**src/rtl/fuzzy_defuzz_centroid.sv**
```systemverilog
// rtl/fuzzy_defuzz_centroid.sv - centroid defuzzifier producing a clamped PWM duty from a frame of set degrees
//
// Accepts one frame of NUM_SETS membership degrees (beat k = set k, centre k*STEP),
// accumulates sum(mu*c) and sum(mu), then divides with a bit-serial restoring divider.
//
// Ports:
//   clk        rising-edge clock
//   rst_n      synchronous active-low reset
//   in_valid   in_degree/in_last carry a beat this cycle
//   in_ready   block accepts a beat this cycle (ACCUM only)
//   in_degree  degree of the set at the current frame index
//   in_last    final beat of a frame
//   out_valid  single-cycle result strobe
//   out_duty   defuzzified duty, held between results
//   busy       high while dividing or presenting the result
//   err_frame  single-cycle strobe on a frame-length violation
module fuzzy_defuzz_centroid #(
    parameter int NUM_SETS      = 11,
    parameter int DEG_W         = 8,
    parameter int STEP          = 10,
    parameter int DUTY_W        = 8,
    parameter int DUTY_MAX      = 100,
    parameter int ZERO_DEN_DUTY = 50
) (
    input  logic              clk,
    input  logic              rst_n,
    input  logic              in_valid,
    output logic              in_ready,
    input  logic [DEG_W-1:0]  in_degree,
    input  logic              in_last,
    output logic              out_valid,
    output logic [DUTY_W-1:0] out_duty,
    output logic              busy,
    output logic              err_frame
);

    localparam int NUM_W    = DEG_W + $clog2(STEP * (NUM_SETS - 1) + 1) + $clog2(NUM_SETS);
    localparam int DEN_W    = DEG_W + $clog2(NUM_SETS);
    localparam int IDX_W    = $clog2(NUM_SETS);
    localparam int CNT_W    = $clog2(NUM_W + 1);
    localparam int LAST_IDX = NUM_SETS - 1;

    typedef enum logic [1:0] {
        ACCUM  = 2'd0,
        DIVIDE = 2'd1,
        OUTPUT = 2'd2
    } state_t;

    state_t state;
    state_t nextState;

    // Goes high on the first edge after reset so in_ready stays low through reset.
    logic             started;
    logic [IDX_W-1:0] idx;
    // Holds the dividend during accumulation; during DIVIDE the quotient bits
    // are shifted into the bottom while dividend bits leave the top.
    logic [NUM_W-1:0] numAcc;
    logic [DEN_W-1:0] denAcc;
    logic [DEN_W-1:0] rem;
    logic [CNT_W-1:0] divCnt;

    logic             accept;
    logic             atLast;
    logic             violation;
    logic [NUM_W-1:0] product;
    logic [DEN_W:0]   remShift;
    logic [DEN_W:0]   denExt;
    logic             qBit;
    logic [DEN_W:0]   remNext;
    logic [63:0]      dutyWide;

    assign accept    = in_valid && in_ready;
    assign atLast    = (idx == IDX_W'(LAST_IDX));
    // Violation is any disagreement between in_last and the frame position.
    assign violation = accept && (in_last != atLast);
    assign product   = NUM_W'(in_degree) * NUM_W'(idx) * NUM_W'(STEP);

    // One restoring-division step.
    assign remShift = {rem, numAcc[NUM_W-1]};
    assign denExt   = {1'b0, denAcc};
    assign qBit     = (remShift >= denExt);
    assign remNext  = qBit ? (remShift - denExt) : remShift;

    // After NUM_W steps numAcc holds the quotient.
    always_comb begin
        dutyWide = 64'(numAcc);
        if (denAcc == '0) begin
            dutyWide = 64'(ZERO_DEN_DUTY);
        end
        if (dutyWide > 64'(DUTY_MAX)) begin
            dutyWide = 64'(DUTY_MAX);
        end
    end

    // State register
    always_ff @(posedge clk) begin
        if (!rst_n) begin
            state <= ACCUM;
        end else begin
            state <= nextState;
        end
    end

    // Next-state logic
    always_comb begin
        nextState = state;
        case (state)
            ACCUM: begin
                if (accept && atLast && in_last) begin
                    nextState = DIVIDE;
                end
            end
            DIVIDE: begin
                if (divCnt == CNT_W'(NUM_W - 1)) begin
                    nextState = OUTPUT;
                end
            end
            OUTPUT:  nextState = ACCUM;
            default: nextState = ACCUM;
        endcase
    end

    // FSM outputs
    always_comb begin
        in_ready = 1'b0;
        busy     = 1'b0;
        case (state)
            ACCUM:   in_ready = started;
            DIVIDE:  busy = 1'b1;
            OUTPUT:  busy = 1'b1;
            default: ;
        endcase
    end

    // Datapath
    always_ff @(posedge clk) begin
        if (!rst_n) begin
            started   <= 1'b0;
            idx       <= '0;
            numAcc    <= '0;
            denAcc    <= '0;
            rem       <= '0;
            divCnt    <= '0;
            out_valid <= 1'b0;
            out_duty  <= '0;
            err_frame <= 1'b0;
        end else begin
            started   <= 1'b1;
            out_valid <= 1'b0;
            err_frame <= 1'b0;
            case (state)
                ACCUM: begin
                    if (accept) begin
                        if (violation) begin
                            idx       <= '0;
                            numAcc    <= '0;
                            denAcc    <= '0;
                            err_frame <= 1'b1;
                        end else begin
                            numAcc <= numAcc + product;
                            denAcc <= denAcc + DEN_W'(in_degree);
                            if (atLast) begin
                                idx    <= '0;
                                rem    <= '0;
                                divCnt <= '0;
                            end else begin
                                idx <= idx + IDX_W'(1);
                            end
                        end
                    end
                end
                DIVIDE: begin
                    numAcc <= {numAcc[NUM_W-2:0], qBit};
                    rem    <= DEN_W'(remNext);
                    divCnt <= divCnt + CNT_W'(1);
                end
                OUTPUT: begin
                    out_duty  <= DUTY_W'(dutyWide);
                    out_valid <= 1'b1;
                    idx       <= '0;
                    numAcc    <= '0;
                    denAcc    <= '0;
                end
                default: ;
            endcase
        end
    end

endmodule

```
**config.mk**
```make
export PLATFORM = sky130hd
export DESIGN_NAME = fuzzy_defuzz_centroid
export DESIGN_NICKNAME = d
export VERILOG_FILES = /design/src/rtl/fuzzy_defuzz_centroid.sv
export SDC_FILE = /design/constraint.sdc
export NUM_CORES = 1
export LEC_CHECK = 0
export ABC_CLOCK_PERIOD_IN_PS = 19700
export BUFFER_PORTS_ARGS = -buffer_cell sky130_fd_sc_hd__buf_2
export CORE_MARGIN = 10
export CORE_UTILIZATION = 44
export DETAILED_ROUTE_END_ITERATION = 16
export GPL_TIMING_DRIVEN = 0
export SLEW_MARGIN = 15
export SYNTH_ARGS = -nofsm -noshare
export SYNTH_HDL_FRONTEND = slang
export SYNTH_SLANG_ARGS = --single-unit
```
**constraint.sdc**
```tcl
create_clock -name clk -period 19.7 [get_ports clk]
set_input_delay 1.97 -clock clk [delete_from_list [all_inputs] [get_ports clk]]
set_output_delay 1.97 -clock clk [all_outputs]
set_load 0.02 [all_outputs]
```
==> impl_results.md <==
* Outcome: finished clean
* Sequential fraction of the synthesis area at 20.4%
* Leading area contributor after synthesis: dfxtp_1
* Core Box Area at 0.0140 mm^2
* Power Density at 58.3 mW/mm^2
* Synth Register Bits at 65
* Initial cell density of the core at 45.5%
* Final Cell Area at 0.00703 mm^2
* Via density at 5.98
* DRT antenna net count at 0
* Setup bufs post-CTS at 0
* GRT Total Usage at 18.0%
* DP Cell Count at 1017
* Layout Skew at 10.6 ps
* Final-stage net count at 951
* Post-CTS Resized at 0
* Fmax at 0.123 GHz
* Net count after synthesis at 917
* Reg2reg end: numAcc[16]
* Synth Instances at 814
* Grt ovf at 0
* Top post-synthesis cells by count: ha_1 (75), nor2_1 (70), dfxtp_1 (65)
* Clock Tree Root: clkbuf_16
* Clock sink count at 65
* Die area at 0.0197 mm^2
* Wire per inst at 17.7 um
* Final Wtd Congestion at 0.909
* CP Launch Point: in_degree[1]
* Pin count of the biggest net entering global routing at 13
* Clk Latency, worst-skew pair at 340 ps
* Critical path endpoint category: register
* Setup Crit Path Kind: input pin to register
* Leakage at 3.10 nW
* P_int at 278 uW
* Die Width at 140 um
* Layout cells sized above 1 at 7.39%
* H-tree levels at 3
* Top-count cell post-synth: ha_1
* Final setup TNS at 0 ps
* Reg power frac at 35.4%
* R2R Path Start: idx[3]
* CTS Buf Count at 9
* Multi-input gate area at 0.00473 mm^2
* Via count at 6174
* Row Count at 43
* Mapped Area at 0.00638 mm^2
* Initial DRC Count at 469
* CTS tree: yes
* Area contributors post-synth: dfxtp_1 (20%), ha_1 (15%), fa_1 (5.0%)
* Crit share post-route at 41.4%
* Peak VDD IR at 0.0466 mV
* Mean area per synthesized cell at 7.84 um^2
* # diodes at 0
* Sequential Area at 0.00130 mm^2
* Max_cap viols at 0
* Crit path arrival time at 8390 ps
* Clock Power Share at 40.7%
* Pre-Repair DR Iteration Count at 5
* Switching part of the total at 32.1%
* Fin cells at 1033
* DPL Wire Length at 14.4 mm
* Initial antenna violation count at 0
* Startpoint Class: input pin
* Drt total wl at 18.3 mm
* Clock Pin Slew Worst Setup and Hold Paths at 60 ps
* Fillers at 1363
* Area Growth Syn to Fin at 10.2%
* Final hold violations at 0
* Die height at 140 um
* Async set-reset flop share out of synthesis at 0%
* Clk buf depth at 2
* Number of I/O pins at 24
* Slew margin rel. at 33.0%
* Net Sw Power at 132 uW
* Max Slew Vio Count at 0
* Tot Pwr at 410 uW
* Dpl cell area at 0.00673 mm^2
* Area share of the largest cell type after synthesis at 20.4%
* Worst Reg2Reg Path Length in Cells at 25
* Hold buffers post-CTS at 0
* Synth cell types at 76
* Vias in the first global route at 5957
* EDFF count, synth at 0
* RSZ-0062 raised after global routing: false
* Reg-to-reg setup timing slack at 12780 ps
* Req. time, crit path at 19940 ps
* DR DRC count at 0
* Syn. warnings at 0
* Final setup fails at 0
* Actual slew at the worst max-slew pin at 997 ps
* Crit Path Max Fanout at 8
* First-pass GRT wire length at 30.1 mm
* Worst min path class: register to register
* Fin crit period at 8150 ps
* Comb pwr share at 23.9%
* Worst Setup EP: numAcc[16]
* I/O Buffers at 23
* Primary FF master, synth: dfxtp_1
[final cells by class]
cell class	count	share of cell area (%)
Buffer	28	1.76
Timing Repair Buffer	23	1.64
Clock inverter	4	0.729
Multi-Input combinational cell	661	67.3
Sequential cell	65	18.5
Tap cell	180	3.20
Inverter	60	3.20
Clock buffer	12	3.65
[worst min-delay path by stage]
| stage | cells after the start | endpoint | start |
|---|---|---|---|
| after floorplan | 2 | rem[7] | rem[7] |
| after global placement | 2 | rem[6] | rem[6] |
| after detailed placement | 2 | rem[7] | rem[7] |
| after CTS | 2 | rem[6] | rem[6] |
| after global routing | 2 | rem[7] | rem[7] |
| final | 2 | rem[6] | rem[6] |
[registers in the layout, summed over array words and instances (netlist names)]
name,flops
denAcc,12
divCnt,5
err_frame,1
idx,4
numAcc,19
out_duty,8
out_valid,1
rem,12
started,1
state,2
[cell families (layout without fill, tap and decap cells)]
family / count (synthesis) / in the layout / share of synthesized area (%)
buffers and inverters: 88 / 127 / 5.47
AOI/OAI and AO/OA: 229 / 229 / 24.5
xor gates and xnor gates: 34 / 34 / 4.66
muxes: 7 / 7 / 1.31
DFF: 65 / 65 / 20.4
and+or+nand+nor: 300 / 300 / 24.0
adders and majority gates: 91 / 91 / 19.7
[power groups by stage]
stage	clock (mW)	sequential, mW	combinational, mW
6_report	0.167	0.145	0.0980
5_1_grt	0.173	0.146	0.109
4_1_cts	0.166	0.145	0.0974
3_5_place_dp	0	0.148	0.0968
3_3_place_gp	0	0.147	0.0944
2_1_floorplan	0	0.146	0.0699
[stage by stage]
step / util, % / hold slack [ps] / worst slack, ps
floorplan: - / 446 / 12170
global placement: 47.9 / 471 / 11490
detailed placement: 47.9 / 471 / 11300
CTS: 50.1 / 485 / 11650
global route: 50.1 / 501 / 11300
finish: 50.1 / 490 / 11550
[cell usage in the layout (no fill, tap or decap), types with 4 or more instances in the layout]
cell type	instances
ha_1	75
nor2_1	70
dfxtp_1	65
nand2_1	60
inv_1	59
a21oi_1	49
o21ai_0	48
and2_1	35
buf_2	29
nor3_1	29
nand3_1	22
clkbuf_1	21
xnor2_1	20
fa_1	16
xor2_1	14
nor2b_1	12
a21o_1	12
o211ai_1	12
a211oi_1	12
nor4_1	12
and3_1	11
nand4_1	11
a221oi_1	10
clkbuf_16	9
o31ai_1	8
a22oi_1	7
o21a_1	6
o21ai_1	6
or3_1	6
a31oi_1	5
nand2b_1	5
or4_1	5
o31a_1	5
o21bai_1	5
mux2i_1	5
o22ai_1	4
[critical path: stages]
cell	delay, ps
buf_2	150
and2_1	190
fa_1	540
inv_1	60
fa_1	530
inv_1	40
ha_1	340
nor2b_1	170
o31a_1	280
or4b_1	480
o2111ai_1	230
xor2_1	130
ha_1	360
nor3_1	180
nor2_1	80
a31o_2	250
a211oi_1	290
nor3_1	130
ha_1	460
nand2_1	80
o21ai_0	300
o21bai_1	180
o31ai_2	170
or4b_1	570
a32o_1	230
[per-layer routing]
metal	vias up	wire length (um)	GRT usage, %
met5	-	0	0
met4	0	189	4.35
met3	18	678	1.86
met1	2970	8470	23.7
met2	139	8940	30.7
li1	3047	-	-
Power figures use the tool's default switching activity.
